==> config.mk <==
export PLATFORM = sky130hd
export DESIGN_NAME = instr_fetch
export DESIGN_NICKNAME = d
export VERILOG_FILES = /design/src/rtl/instr_fetch.sv
export SDC_FILE = /design/constraint.sdc
export NUM_CORES = 1
export LEC_CHECK = 0
export CELL_PAD_IN_SITES_DETAIL_PLACEMENT = 0
export CELL_PAD_IN_SITES_GLOBAL_PLACEMENT = 1
export CORE_ASPECT_RATIO = 1.25
export CORE_UTILIZATION = 34
export DETAILED_ROUTE_END_ITERATION = 16
export GPL_TIMING_DRIVEN = 0
export PLACE_DENSITY_LB_ADDON = 0.1
export SYNTH_ARGS = -nofsm -noshare
export SYNTH_HDL_FRONTEND = slang
export SYNTH_SLANG_ARGS = --single-unit
==> constraint.sdc <==
create_clock -name clk -period 2.3 [get_ports clk]
set_input_delay 0.69 -clock clk [delete_from_list [all_inputs] [get_ports clk]]
set_output_delay 0.69 -clock clk [all_outputs]
set_load 0.02 [all_outputs]
==> src/rtl/instr_fetch.sv <==
`default_nettype none
// ============================================================================
// Module   : instr_fetch
// Brief    : Single-outstanding instruction fetch stage with a one-entry
//            buffer toward decode, branch redirect and memory-timeout halt.
// Revision : 1.0
// ============================================================================
module instr_fetch #(
  parameter logic [31:0] RESET_PC    = 32'h0000_0000,
  parameter int          ACK_TIMEOUT = 16
) (
  input  logic        clk,
  input  logic        rst_n,
  output logic        imem_req,
  output logic [31:0] imem_addr,
  input  logic        imem_ack,
  input  logic [31:0] imem_rdata,
  input  logic        branch_taken,
  input  logic [31:0] branch_target,
  output logic        if_valid,
  input  logic        if_ready,
  output logic [31:0] if_instr,
  output logic [5:0]  opcode,
  output logic [31:0] if_pc,
  output logic        fetch_err
);

  localparam int          CNT_W       = $clog2(ACK_TIMEOUT + 1);
  localparam logic [31:0] RESET_PC_AL = {RESET_PC[31:2], 2'b00};

  typedef enum logic [1:0] {
    S_IDLE = 2'd0,
    S_REQ  = 2'd1,
    S_HOLD = 2'd2,
    S_HALT = 2'd3
  } state_t;

  state_t             state_q, state_d;
  logic [31:0]        pc_q, pc_d;
  logic [31:0]        if_instr_q, if_instr_d;
  logic [31:0]        if_pc_q, if_pc_d;
  logic               redirect_pend_q, redirect_pend_d;
  logic [31:0]        redirect_pc_q, redirect_pc_d;
  logic [CNT_W-1:0]   wait_cnt_q, wait_cnt_d;
  logic               fetch_err_q, fetch_err_d;

  logic [31:0]        target_al;
  logic [CNT_W-1:0]   wait_inc;
  logic               unused_target_lsbs;

  assign target_al          = {branch_target[31:2], 2'b00};
  assign unused_target_lsbs = ^branch_target[1:0];
  assign wait_inc           = wait_cnt_q + CNT_W'(1);

  always_comb begin
    state_d         = state_q;
    pc_d            = pc_q;
    if_instr_d      = if_instr_q;
    if_pc_d         = if_pc_q;
    redirect_pend_d = redirect_pend_q;
    redirect_pc_d   = redirect_pc_q;
    wait_cnt_d      = wait_cnt_q;
    fetch_err_d     = fetch_err_q;

    case (state_q)
      S_IDLE: begin
        state_d    = S_REQ;
        wait_cnt_d = '0;
        if (branch_taken) begin
          pc_d = target_al;
        end
      end

      S_REQ: begin
        if (imem_ack) begin
          // Returned data belongs to a stale path whenever a redirect is live.
          wait_cnt_d = '0;
          if (branch_taken) begin
            pc_d            = target_al;
            redirect_pend_d = 1'b0;
          end else if (redirect_pend_q) begin
            pc_d            = redirect_pc_q;
            redirect_pend_d = 1'b0;
          end else begin
            if_instr_d = imem_rdata;
            if_pc_d    = pc_q;
            pc_d       = pc_q + 32'd4;
            state_d    = S_HOLD;
          end
        end else begin
          if (branch_taken) begin
            redirect_pend_d = 1'b1;
            redirect_pc_d   = target_al;
          end
          wait_cnt_d = wait_inc;
          if (wait_inc == CNT_W'(ACK_TIMEOUT)) begin
            fetch_err_d = 1'b1;
            state_d     = S_HALT;
          end
        end
      end

      S_HOLD: begin
        if (branch_taken) begin
          pc_d            = target_al;
          redirect_pend_d = 1'b0;
          wait_cnt_d      = '0;
          state_d         = S_REQ;
        end else if (if_ready) begin
          wait_cnt_d = '0;
          state_d    = S_REQ;
        end
      end

      default: begin
        state_d = S_HALT;
      end
    endcase
  end

  always_ff @(posedge clk) begin
    if (!rst_n) begin
      state_q         <= S_IDLE;
      pc_q            <= RESET_PC_AL;
      if_instr_q      <= '0;
      if_pc_q         <= '0;
      redirect_pend_q <= 1'b0;
      redirect_pc_q   <= '0;
      wait_cnt_q      <= '0;
      fetch_err_q     <= 1'b0;
    end else begin
      state_q         <= state_d;
      pc_q            <= pc_d;
      if_instr_q      <= if_instr_d;
      if_pc_q         <= if_pc_d;
      redirect_pend_q <= redirect_pend_d;
      redirect_pc_q   <= redirect_pc_d;
      wait_cnt_q      <= wait_cnt_d;
      fetch_err_q     <= fetch_err_d;
    end
  end

  assign imem_req  = (state_q == S_REQ);
  assign imem_addr = pc_q;
  assign if_valid  = (state_q == S_HOLD);
  assign if_instr  = if_instr_q;
  assign opcode    = if_instr_q[31:26];
  assign if_pc     = if_pc_q;
  assign fetch_err = fetch_err_q;

endmodule
`default_nettype wire

# Word-level counts from Yosys, hierarchy flattened
# Cells that the tools add are included.
# op_classes
add_sub_neg	2
n_eq_ne	11
n_mux	20
n_bitwise	3
n_reduce_logical	12
# op_table
operator	count
32-bit two-way mux	4
32-bit case mux with 2 select lines	1
32-bit by 3-bit adder with 32-bit output (second input constant)	1
5-bit two-way mux	3
5-bit case mux with 3 select lines	1
2-bit two-way mux	6
3-bit AND reduction	4
4-bit AND reduction	2
3-bit by 1-bit inequality test with 1-bit output (second input constant)	2
3-bit inequality test (second input constant)	2
2-bit case mux with 3 select lines	1
5-bit by 1-bit adder with 5-bit output (second input constant)	1
5-bit equality test (second input constant)	1
2-bit by 1-bit inequality test with 1-bit output (second input constant)	2
2-bit nonzero test	2
1-bit two-way mux	3
3-bit by 2-bit inequality test with 1-bit output (second input constant)	1
1-bit NOT	3
3-bit nonzero test	1
2-bit by 1-bit equality test with 1-bit output (second input constant)	1
2-bit equality test (second input constant)	1
2-bit zero test	1
2-bit inequality test (second input constant)	1
1-bit case mux with 2 select lines	1
other kinds (2)	2
# word_totals
ff_bits	135
input_bits	69
wordCells	56

# Longest topological paths before layout
# depth
depth_word	5
mapped_depth	8
ltp_nobuf	7

# Worst setup path after synthesis
# OpenSTA, ideal clock, no wires.
# synth_path
kind	input port to flip-flop
startpoint	input branch_taken
endpoint	register pc_q[31] (netlist: imem_addr[31])
arrival_time_ns	2.124
required_ns	2.226
path_slack_ns	0.101
stages	6
cell_sequence	clkbuf_1 > or3_1 > nor2_1 > nand2_1 > or4_1 > a31oi_1
# synth_between
elab_chain_cells	3
elab_cells_between_ends	5
cone_classes	eq/ne: 1; mux: 3; reduce/logical: 1
# synth_rtl
element	line_no	text
from (decl)	18	input logic branch_taken,
32-bit two-way mux	78	if (branch_taken) begin
32-bit two-way mux	75	if (imem_ack) begin
32-bit case mux with 2 select lines	65	case (state_q)
to (signal assigned)	133	pc_q <= pc_d;
to (decl)	39	logic [31:0] pc_q, pc_d;
# Several ways; a longest one is shown, not always the timed one. The select of a mux whose other input is x is not followed.
# A chain may end at the register's enable or synchronous reset.

# Final worst setup path
# layout_path
startpoint	register pc_q[30] (netlist: imem_addr[30])
endpoint	output imem_addr[30]
# layout_lines
element	line_no	text
to (decl)	15	output logic [31:0] imem_addr,
# No word-level cell between the ends.

==> results by group <==
Outcome
  • Status: finished clean

Critical path
  • Worst reg2reg setup slack: 0.16 ns
  • Crit path required time: 1.61 ns
  • Slowest-stage cell, CP: clkdlybuf4s50_1
  • Setup crit end kind: primary output
  • Reg2reg start: imem_addr[16]
  • Count of buffer and inverter cells on the critical path: 1
  • CP Class: reg -> out
  • CP Cell Sequence: clkdlybuf4s50_1
  • Worst-path maximum fanout: 5
  • Worst stage delay on the critical path: 0.67 ns
  • Crit-path leading delay family: buffers and inverters
  • CP Launch Type: flop
  • RR Endpoint: imem_addr[24]
  • WP data arrival: 1.55 ns
  • R2r worst-path depth: 4

Power
  • Comb pwr share: 34.4%
  • Pwr Density: 1060 nW/um^2
  • NetSw: 3.41 mW
  • Internal power: 5.94 mW
  • Max VDD drop: 0.000590 V
  • Net Sw Frac: 36.5%
  • Reg power frac: 32.0%
  • Static Leak: 3.08 nW
  • Clock Power Share: 33.6%

Clock tree
  • Root buf cell: clkbuf_16
  • Reg clk slew, reported paths: 0.06 ns
  • Clk_lat worst skew: 0.42 ns
  • Depth of the CTS H-tree: 4
  • Clock tree from TritonCTS: built
  • Sink Count: 131
  • CTS max path bufs: 2
  • TritonCTS buffer count: 17

Floorplan
  • Num rows: 53
  • Initial core utilization: 35.1%
  • Die width: 121 um
  • # IOs: 174
  • Chip Height: 150 um
  • Die area: 18100 sq um
  • CORE AREA: 17000 sq um

Route
  • DRC: 0
  • Avg WL per Cell: 17.5 um
  • Vias per cell: 5.17
  • Post-route ant nets: 0
  • Routed WL: 21200 um
  • Via total after detailed routing: 6252
  • Drt initial violations: 323
  • First-pass DRT Iterations: 5

Cells and area
  • Final Net Count: 1052
  • Antenna diodes: 0
  • Layout area overhead: 47.1%
  • Most frequent cells in the layout: nand2_1, clkdlybuf4s50_1, a21oi_1, dfxtp_1, o21ai_0
  • Most common cell after layout, fill and taps aside: nand2_1
  • Non-filler cells, final: 1210
  • Layout cells sized above 1: 10.9%

Synth
  • Synth warn: 0
  • EDFF count, synth: 0
  • Synth Area in Simple Gates: 24.3%
  • #FFs+latches synth: 131
  • Post-synthesis adder-cell area fraction: 1.26%
  • Synth Flop Type: dfxtp_1
  • Mux contribution to synthesized area: 0.523%
  • Synth Area in XOR/XNOR: 1.76%
  • Syn Inst Count: 781
  • Syn avg cell area: 7.66 sq um
  • Post-synthesis compound-gate area fraction: 22.8%
  • Post-Syn Area: 5980 sq um
  • FFs w/ async S/R, synth: 0%
  • Largest family of logic cells by synthesized area: simple AND/OR/NAND/NOR gates
  • Register area share after synthesis: 43.8%
  • Distinct cells, synth: 59

Global routing
  • Tot GR Track Use: 23.9%
  • Initial antenna violation count: 0
  • Largest net degree at the start of global routing: 17
  • Gr ovfl total: 0
  • First-pass GRT wire length: 32600 um
  • Vias in the first global route: 5973

STA
  • Worst Skew: 0.00738 ns
  • Period utilisation layout: 97.4%
  • Min Tclk post-route: 2.24 ns
  • Final hold violation count: 0
  • Final setup viols: 0
  • Max-slew violations: 0
  • Final hold slack: 0.451 ns
  • Max Fclk: 447 MHz
  • Rel. slew slack: 47.4%
  • RSZ-0062 raised after global routing: true
  • Worst slew pin tran: 0.783 ns

Min path
  • WHS Endpoint: if_instr[20]
  • WHS Path Cells: 2
  • Worst Hold Launch: if_instr[20]
  • Hold Path Class: reg -> reg

Placed design
  • Placed cells: 1170
  • PortBufs: 166
  • RD Place Congestion: 0.856
  • Post-DP HPWL: 15200 um

Run
  • Number of max-cap violations: 0
[metrics by stage]
| step | TNS [ns] | power, mW | cell area (sq um) | setup WS (ns) | util [%] |
|---|---|---|---|---|---|
| detailed placement | -59.32 | 6.12 | 7930 | -0.653 | 46.6 |
| floorplan | 0 | 4.73 | 5990 | 0.101 | - |
| global placement | -89.76 | 6.12 | 7930 | -0.999 | 46.5 |
| global route | -0.00309 | 9.82 | 8790 | -0.00309 | 51.6 |
| CTS | 0 | 9.34 | 8670 | 0.00433 | 50.9 |
| finish | 0 | 9.36 | 8790 | 0.0606 | 51.6 |
[power by group through the flow]
stage          clock network, mW  registers (mW)  logic [mW]
2_1_floorplan                  0            3.15        1.58
3_3_place_gp                   0            3.02        3.10
3_5_place_dp                   0            3.02        3.10
4_1_cts                     3.20            2.99        3.15
5_1_grt                     3.29            3.03        3.50
6_report                    3.15            2.99        3.22
[how the worst max path moves through the flow]
stage / from / to / slack (ns) / cells past startpoint
floorplan: branch_taken / imem_addr[31] / 0.10 / 6
global placement: imem_ack / if_pc[6] / -1.0 / 5
detailed placement: branch_taken / imem_addr[20] / -0.65 / 6
CTS: imem_addr[2] / imem_addr[31] / 0.004 / 6
global route: state_q[1] / imem_req / -0.003 / 3
finish: imem_addr[30] / imem_addr[30] / 0.06 / 1
[sequential cells by signal, indices dropped and copies added, names as in the netlist]
name,count
if_pc,30
redirect_pc_q,30
imem_addr,30
if_instr,32
fetch_err,1
redirect_pend_q,1
wait_cnt_q,5
state_q,2
[routing by layer]
layer | vias up | GRT usage, % | part of all wire (%)
li1 | 3106 | - | -
met1 | 2893 | 27.4 | 41
met2 | 217 | 42.6 | 50
met3 | 36 | 5.80 | 6.3
met4 | 0 | 9.38 | 2.8
met5 | - | 0 | 0
[cell usage after synthesis, drive strengths merged (3+ instances only)]
master  instances  share of area [%]
a211oi          3               0.38
a21o            9                1.1
a21oi         138                 12
a221oi          5               0.73
a22oi           7               0.88
a311oi          3               0.44
a31o            3               0.44
a31oi           4               0.42
and2            3               0.31
and3            5               0.52
and4            5               0.75
buf            18                1.9
clkbuf         49                3.1
dfxtp         131                 44
ha              6                1.3
inv             8               0.50
nand2         219                 14
nand2b          8               0.84
nand3          18                1.5
nand4          12                1.6
nand4b          3               0.44
nor2           18                1.1
nor2b           3               0.31
nor3            7               0.59
nor3b           3               0.38
nor4            7               0.98
o211ai          9                1.1
o21ai          34                2.8
o221a           4               0.75
xnor2           8                1.2
xor2            4               0.59
[final cells by class]
class / instances / area (sq um)
clock buffer: 20 / 457
tap: 220 / 275
inverter: 8 / 30.0
fill: 1713 / 8250
timing repair buffer: 174 / 1750
buffer: 67 / 322
multi-input combinational: 578 / 3100
sequential: 131 / 2640
clock inverter: 12 / 225
[logic make-up after synthesis]
logic type | after synthesis
and+or+nand+nor | 319
AOI/OAI and AO/OA | 234
DFF | 131
buffers and inverters | 75
xor gates and xnor gates | 12
adders and majority gates | 6
muxes | 3
other | 1
[what timing repair did]
action	CTS	global route
setup endpoints to repair	123	111
hold endpoints to repair	0	0
resized for setup	30	30
hold buffers	0	0
pin swaps	1	3
setup buffers	0	8
Note: power is estimated with default switching activity, not from simulation.
